$ cat config.mk
export PLATFORM = sky130hd
export DESIGN_NAME = key_debouncer
export DESIGN_NICKNAME = d
export VERILOG_FILES = /design/src/rtl/key_debouncer_pkg.sv /design/src/rtl/sync2.sv /design/src/rtl/key_debouncer.sv
export SDC_FILE = /design/constraint.sdc
export NUM_CORES = 1
export LEC_CHECK = 0
export CAP_MARGIN = 40
export CORE_UTILIZATION = 33
export DETAILED_ROUTE_END_ITERATION = 12
export PLACE_DENSITY = 0.5
export SKIP_LAST_GASP = 1
export SYNTH_ARGS = -nofsm -noshare
export SYNTH_HDL_FRONTEND = slang
export SYNTH_SLANG_ARGS = --single-unit
$ cat constraint.sdc
create_clock -name CLK50M -period 2.2 [get_ports CLK50M]
set_input_delay 0.44 -clock CLK50M [delete_from_list [all_inputs] [get_ports CLK50M]]
set_output_delay 0.44 -clock CLK50M [all_outputs]
set_load 0.01 [all_outputs]
$ cat src/rtl/key_debouncer_pkg.sv
// Shared types and default timing constants for the KEY0 debouncer.
// The state encoding is reused by anything that needs to decode the debouncer state.
package key_debouncer_pkg;

    typedef enum logic [1:0] {
        UP,
        WAIT_DOWN,
        DOWN,
        WAIT_UP
    } state_t;

    // 20 ms settle time, 500 ms to first repeat, 100 ms repeat interval at 50 MHz.
    localparam int DEFAULT_DEBOUNCE_CYCLES = 1_000_000;
    localparam int DEFAULT_REPEAT_DELAY    = 25_000_000;
    localparam int DEFAULT_REPEAT_PERIOD   = 5_000_000;

    // Accepted key level implied by a state: 1 = pressed.
    function automatic logic is_down(state_t s);
        return (s == DOWN) || (s == WAIT_UP);
    endfunction

endpackage

$ cat src/rtl/sync2.sv
// Two-flop synchronizer for a single asynchronous input.
// RESET_VALUE sets the level both flops take under reset.
module sync2 #(
    parameter logic RESET_VALUE = 1'b0
) (
    input  logic clk_i,
    input  logic rst_i,
    input  logic d_i,
    output logic q_o
);

    logic meta_q;
    logic sync_q;

    // NOTE: flops use non-blocking assignments so every register samples the pre-edge value;
    // blocking here would collapse the two stages into one.
    always_ff @(posedge clk_i) begin
        if (rst_i) begin
            meta_q <= RESET_VALUE;
            sync_q <= RESET_VALUE;
        end else begin
            meta_q <= d_i;
            sync_q <= meta_q;
        end
    end

    assign q_o = sync_q;

endmodule

$ cat src/rtl/key_debouncer.sv
// Debounces the active-low KEY0 into a clean level A plus one-cycle PRESS/RELEASE strobes.
// Defining KEY_DEBOUNCER_AUTOREPEAT_EN adds auto-repeat PRESS strobes while the key is held.
module key_debouncer
    import key_debouncer_pkg::*;
#(
    parameter int DEBOUNCE_CYCLES = DEFAULT_DEBOUNCE_CYCLES,
    parameter int REPEAT_DELAY    = DEFAULT_REPEAT_DELAY,
    parameter int REPEAT_PERIOD   = DEFAULT_REPEAT_PERIOD
) (
    input  logic CLK50M,
    input  logic RST,
    input  logic KEY0,
    output logic A,
    output logic PRESS,
    output logic RELEASE
);

    localparam int CNT_W = $clog2(DEBOUNCE_CYCLES + 1);
    localparam logic [CNT_W-1:0] CNT_LAST = CNT_W'(DEBOUNCE_CYCLES - 1);
    localparam logic [CNT_W-1:0] CNT_MAX  = CNT_W'(DEBOUNCE_CYCLES);

    logic             key_raw_s;
    logic             key_s;
    state_t           state_q, state_d;
    logic [CNT_W-1:0] cnt_q, cnt_d;
    logic             level_q, level_d;
    logic             a_q, press_q, release_q;
    logic             fire;

    sync2 #(
        .RESET_VALUE (1'b1)
    ) u_sync (
        .clk_i (CLK50M),
        .rst_i (RST),
        .d_i   (KEY0),
        .q_o   (key_raw_s)
    );

    assign key_s   = ~key_raw_s;
    assign level_q = is_down(state_q);

    // The counter holds how many consecutive cycles key_s has disagreed with the
    // accepted level, so reaching CNT_LAST means this cycle is the Nth disagreement.
    // NOTE: every combinational output gets a default first, so no path can leave it
    // unassigned and infer a latch.
    always_comb begin
        state_d = state_q;
        unique case (state_q)
            UP:        if (key_s)          state_d = (cnt_q == CNT_LAST) ? DOWN : WAIT_DOWN;
            WAIT_DOWN: if (!key_s)         state_d = UP;
                       else if (cnt_q == CNT_LAST) state_d = DOWN;
            DOWN:      if (!key_s)         state_d = (cnt_q == CNT_LAST) ? UP : WAIT_UP;
            WAIT_UP:   if (key_s)          state_d = DOWN;
                       else if (cnt_q == CNT_LAST) state_d = UP;
            default:                       state_d = UP;
        endcase

        level_d = is_down(state_d);
        if (key_s == level_d) begin
            cnt_d = '0;
        end else if (cnt_q != CNT_MAX) begin
            cnt_d = cnt_q + 1'b1;
        end else begin
            cnt_d = cnt_q;
        end
    end

    always_ff @(posedge CLK50M) begin
        if (RST) begin
            state_q   <= UP;
            cnt_q     <= '0;
            a_q       <= 1'b0;
            press_q   <= 1'b0;
            release_q <= 1'b0;
        end else begin
            state_q   <= state_d;
            cnt_q     <= cnt_d;
            // Edge detection on the accepted level; only one direction can be true.
            a_q       <= level_q;
            press_q   <= (level_q & ~a_q) | fire;
            release_q <= ~level_q & a_q;
        end
    end

`ifdef KEY_DEBOUNCER_AUTOREPEAT_EN
    localparam int RPT_MAX = (REPEAT_DELAY > REPEAT_PERIOD) ? REPEAT_DELAY : REPEAT_PERIOD;
    localparam int RPT_W   = $clog2(RPT_MAX + 1);
    localparam logic [RPT_W-1:0] RPT_DELAY_V  = RPT_W'(REPEAT_DELAY);
    localparam logic [RPT_W-1:0] RPT_PERIOD_V = RPT_W'(REPEAT_PERIOD);

    logic [RPT_W-1:0] rpt_q, rpt_d;
    logic             repeating_q, repeating_d;

    // Counts from the cycle PRESS is visible; WAIT_UP holds the count, UP/WAIT_DOWN clear it.
    always_comb begin
        rpt_d       = rpt_q;
        repeating_d = repeating_q;
        fire        = 1'b0;
        if (!level_q) begin
            rpt_d       = '0;
            repeating_d = 1'b0;
        end else if (state_q == DOWN && a_q) begin
            if (rpt_q == (repeating_q ? RPT_PERIOD_V : RPT_DELAY_V)) begin
                fire        = 1'b1;
                rpt_d       = RPT_W'(1);
                repeating_d = 1'b1;
            end else begin
                rpt_d = rpt_q + 1'b1;
            end
        end
    end

    always_ff @(posedge CLK50M) begin
        if (RST) begin
            rpt_q       <= '0;
            repeating_q <= 1'b0;
        end else begin
            rpt_q       <= rpt_d;
            repeating_q <= repeating_d;
        end
    end
`else
    // Repeat timing is ignored in this build; the term folds to a constant 0.
    localparam bit REPEAT_CFG_SET = (REPEAT_DELAY != 0) || (REPEAT_PERIOD != 0);
    assign fire = 1'b0 & REPEAT_CFG_SET;
`endif

    assign A       = a_q;
    assign PRESS   = press_q;
    assign RELEASE = release_q;

endmodule

Yosys cells after proc, flatten, opt, wreduce, memory -nomap -nowiden
Index checks and enable logic that the tools add are counted.
{"block": "word_totals", "mem_bits_ro": 0, "word_cells": 34, "latchBits": 0, "input_bits": 3, "regBits": 27, "n_memories": 0, "out_inout_bits": 3, "ram_bits": 0}
{"block": "classes", "n_div": 0, "eq_ne": 8, "n_lt_le_gt_ge": 0, "muxes": 9, "mul": 0, "addsub": 1, "bitwise": 5, "shifts": 0, "n_reduce_logical": 4}
{"op": "adder 20 x 1 -> 20 bit, second input constant", "count": 1}
{"op": "== test 20 bit, second input constant", "count": 1}
{"op": "!= test 20 bit, second input constant", "count": 1}
{"op": "2-to-1 mux 2 bit", "count": 8}
{"op": "== test 2 bit, second input constant", "count": 4}
{"op": "case mux 2 bit (4 select lines)", "count": 1}
{"op": "NOT 1 bit", "count": 3}
{"op": "AND 1 bit", "count": 2}
{"op": "== test 2 x 1 -> 1 bit, second input constant", "count": 1}
{"op": "zero test 2 bit", "count": 1}
{"op": "logical OR 1 bit", "count": 2}
{"op": "OR reduction 2 bit", "count": 1}
{"op": "== test 1 bit", "count": 1}

Longest topological paths before layout
{"block": "depth", "depth_word": 8, "ltp_mapped": 6, "depth_no_buf": 5}

By module
From an unflattened synthesis, not the netlist that was laid out.
{"block": "hier_totals", "hier_cells": 131, "hier_area_um2": 1234.9}
{"mod": "key_debouncer", "area_per_inst_um2": 1182.4, "seq_area_each_um2": 480.5, "cells_per_inst": 127, "n_inst": 1}
{"mod": "sync2", "area_per_inst_um2": 52.6, "seq_area_each_um2": 40.0, "cells_per_inst": 4, "n_inst": 1}

Worst setup path after synthesis
No wires, ideal clock.
{"block": "synth_path", "path_type": "register to register", "from": "register cnt_q[10]", "to": "register cnt_q[8]", "stages_incl_launch_ff": 7, "t_arrival_ps": 1955, "slack_ps": 130, "required_time_ps": 2085, "setup_time_ps": 115, "path_buffers": 2, "synth_period_minus_slack_ps": 2070, "cell_sequence": "dfxtp_1 > or4b_1 > or4_1 > buf_2 > o31ai_4 > buf_6 > nor2_2"}
{"block": "synth_between", "elab_chain_len": 8, "elab_cells_between_ends": 16, "classes_between": "5 x eq/ne; 9 x mux; 2 x reduce/logical"}
{"item": "start: declaration", "line": "key_debouncer.sv:25", "text": "logic [CNT_W-1:0] cnt_q, cnt_d;"}
{"item": "start signal: assignment", "line": "key_debouncer.sv:77", "text": "cnt_q <= cnt_d;"}
{"item": "== test 20 bit"}
{"item": "2-to-1 mux 2 bit, on equally long branches (2 in series)"}
{"item": "case mux 2 bit (4 select lines)", "line": "key_debouncer.sv:48", "text": "unique case (state_q)"}
{"item": "== test 2 bit", "line": "key_debouncer_pkg.sv:19", "text": "return (s == DOWN) || (s == WAIT_UP);"}
{"item": "logical OR 1 bit", "line": "key_debouncer_pkg.sv:19"}
{"item": "== test 1 bit", "line": "key_debouncer.sv:59", "text": "if (key_s == level_d) begin"}
{"item": "OR reduction 2 bit (no source line)"}
Parallel ways exist; a longest one is shown, timed or not.
A chain may end at the register's enable or synchronous reset.

Final worst setup path
{"block": "layout_path", "from": "register cnt_q[10]", "to": "register state_q[1]"}
{"block": "layout_between", "elab_chain_len": 4, "elab_cells_between_ends": 10, "classes_between": "1 x eq/ne; 9 x mux"}
{"item": "== test 20 bit (*)"}
{"item": "2-to-1 mux 2 bit, on equally long branches (2 in series)"}
{"item": "case mux 2 bit (4 select lines) (*)", "line": "key_debouncer.sv:48"}
{"item": "end signal: assignment", "line": "key_debouncer.sv:76", "text": "state_q <= state_d;"}
{"item": "end: declaration", "line": "key_debouncer.sv:24", "text": "state_t state_q, state_d;"}
Every way passes the cells marked *; elsewhere a longest branch is shown, timed or not.

==> summary.md <==
| Metric | Value |
|---|---|
| Routed Antenna Nets | 0 |
| CTS Buffer Depth | 2 |
| Mapped Area | 1230 µm² |
| Critical Path End | state_q[1]$_SDFF_PP0_ |
| Worst slew margin | 0.732 |
| Final wirelength | 2.36 mm |
| Syn avg cell area | 9.43 µm² |
| Grt ovf | 0 |
| Initial Utilization | 0.356 |
| Part of the cycle the worst path needs | 0.944 |
| Hold Slack | 0.422 ns |
| Largest net degree at the start of global routing | 21 |
| DIE AREA | 3990 µm² |
| DP Worst Slack | 0.0687 ns |
| Kind of end point of the critical path | flip-flop |
| Synth unique cells | 35 |
| Final instance area | 1430 µm² |
| Worst Setup Slack, final | 0.123 ns |
| Commonest non-fill, non-tap cell in the layout | dfxtp_1 |
| Leakage | 0.444 nW |
| YS warnings | 0 |
| Antenna violations before repair | 0 |
| Worst hold stages | 1 |
| # IOs | 6 |
| Syn_nets | 136 |
| Most frequent cells in the layout | 26 x dfxtp_1, 10 x xor2_1, 10 x nor2_2 |
| CTS sink cnt | 26 |
| Placer Congestion | 0.774 |
| DRC viols | 0 |
| CP required | 2.39 ns |
| Core area | 3470 µm² |
| Crit path DAT | 2.27 ns |
| Gr usage total | 0.132 |
| Seq cells post-synth | 26 |
| Reg-to-Reg End | state_q[1]$_SDFF_PP0_ |
| Worst min-delay path class | flip-flop to flip-flop |
| # setup viols final | 0 |
| Diodes inserted | 0 |
| R2R Path Start | cnt_q[10]$_SDFFE_PP0P_ |
| CTS tree | done |
| Via count | 945 |
| Via-to-Cell Ratio | 5.03 |
| Worst Tran Pin Value | 0.399 ns |
| Row Count | 21 |
| Area grow syn2layout | 15.7% |
| Drt pass-1 iters | 4 |
| Placed instance count | 185 |
| CTS Hold Buffers Added | 0 |
| DR WL/cell | 12.6 µm |
| Post-CTS Setup Bufs | 0 |
| Worst Reg-to-Reg Cells | 5 |
| R2r setup slk | 0.12 ns |
| Final nets | 149 |
| Vias in the first global route | 932 |
| Post-DP Area | 1380 µm² |
| CP Launch Point | cnt_q[10]$_SDFFE_PP0P_ |
| Chip width | 63.2 µm |
| Leading area contributor after synthesis | dfxtp_1 |
| Mapped Cells | 131 |
| Clk pin slew, worst setup/hold paths | 0.08 ns |
| Final HPWL DP | 1.75 mm |
| Max Cap Viol | 0 |
| Worst IR Drop VDD | 0.000280 V |
| RSZ-0062 raised after global routing | no |
| CP startpoint kind | flip-flop |
| Power Density | 524 nW/µm² |
| Final Skew | 0.00279 ns |
| Final setup TNS | 0 ns |
| Root Buffer | clkbuf_8 |
| DR iter-0 viols | 19 |
| Fmax | 0.482 GHz |
| Final Hold Fails | 0 |
| Global-route wire length before repair | 4.15 mm |
| CTS buffer count | 3 |
| Crit path time final | 2.08 ns |
| CP Max Fanout | 5 |
| Fin cells | 188 |
| Post-synthesis sequential area ratio | 0.421 |
| Result of the run | completed |
| Critical path type | flip-flop to flip-flop |
| Die height | 63.2 µm |
| Ratio of cells with drive above 1 in the final layout | 0.268 |
| Post-synth top area share | 0.421 |
| H-tree Lvls | 1 |
| IO buf count | 5 |
| Top area cells in the synthesized netlist | dfxtp_1 42%, xor2_1 7.1%, a21oi_2 6.4% |
| Clock Latency Late Sink | 0.26 ns |
| Max Slew Vio Count | 0 |
## final cells by class
| cell class | count | area (µm²) |
|---|---|---|
| fill | 348 | 2040 |
| timing repair buffer | 14 | 130 |
| multi-input combinational | 94 | 661 |
| sequential | 26 | 520 |
| inverter | 5 | 18.8 |
| tap | 46 | 57.6 |
| clock buffer | 3 | 41.3 |
## synthesized netlist by cell type, drive strengths merged
cell / count
nor4: 2
a211oi: 1
or4b: 2
xor2: 10
xnor2: 1
ha: 2
nand3: 9
nor2: 12
a21oi: 10
buf: 5
nand4: 6
and4: 2
or3: 5
and2: 1
and3: 4
nand3b: 1
nand2: 4
o31a: 1
nor3: 4
inv: 5
dfxtp: 26
o31ai: 3
nor2b: 1
o21ai: 7
nand2b: 1
or2: 2
clkbuf: 1
or4: 3
## metal layers
metal | global-route usage | wire, µm | up-vias
li1 | - | - | 488
met2 | 0.224 | 1120 | 11
met1 | 0.157 | 1140 | 442
met4 | 0.0483 | 36 | 0
met5 | 0 | 0 | -
met3 | 0.0362 | 61 | 4
## metrics by stage
stage,total power [mW],util
global route,0.783,0.412
detailed placement,0.502,0.398
finish,0.749,0.412
floorplan,0.495,-
global placement,0.502,0.398
CTS,0.761,0.409
## how the worst min path moves through the flow
stage | from | to
global route | u_sync.meta_q$_SDFF_PP1_ | u_sync.q_o$_SDFF_PP1_
finish | u_sync.meta_q$_SDFF_PP1_ | u_sync.q_o$_SDFF_PP1_
global placement | u_sync.meta_q$_SDFF_PP1_ | u_sync.q_o$_SDFF_PP1_
floorplan | u_sync.meta_q$_SDFF_PP1_ | u_sync.q_o$_SDFF_PP1_
detailed placement | u_sync.meta_q$_SDFF_PP1_ | u_sync.q_o$_SDFF_PP1_
CTS | u_sync.meta_q$_SDFF_PP1_ | u_sync.q_o$_SDFF_PP1_
## report_power, final
part,switching (mW),internal (mW)
logic,0.00917,0.00813
registers,0.00129,0.472
clock network,0.135,0.122
## flip-flops by register name, summed over array words and instances, names as in the netlist
| register | flops |
|---|---|
| cnt_q | 20 |
| A | 1 |
| PRESS | 1 |
| RELEASE | 1 |
| state_q | 1 |
| u_sync.meta_q | 1 |
| u_sync.q_o | 1 |
## timing repair
action,CTS,global route
endpoints found under the setup margin,0,1
resized for setup,0,2
hold endpoints to repair,0,0
## cells by family after synthesis
group / share of synthesized area
AND/OR/NAND/NOR: 0.291
flip-flops: 0.421
AO/OA/AOI/OAI: 0.139
XOR/XNOR: 0.0780
buffers and inverters: 0.0507
adder cells (fa/ha/maj): 0.0203
## critical path: stages, from the launching register on
cell and delay [ns]:
dfxtp_1 0.32, or4b_1 0.55, or4_4 0.55, buf_4 0.17, o31a_1 0.24, a211oi_2 0.18
(Power assumes the default switching activity.)
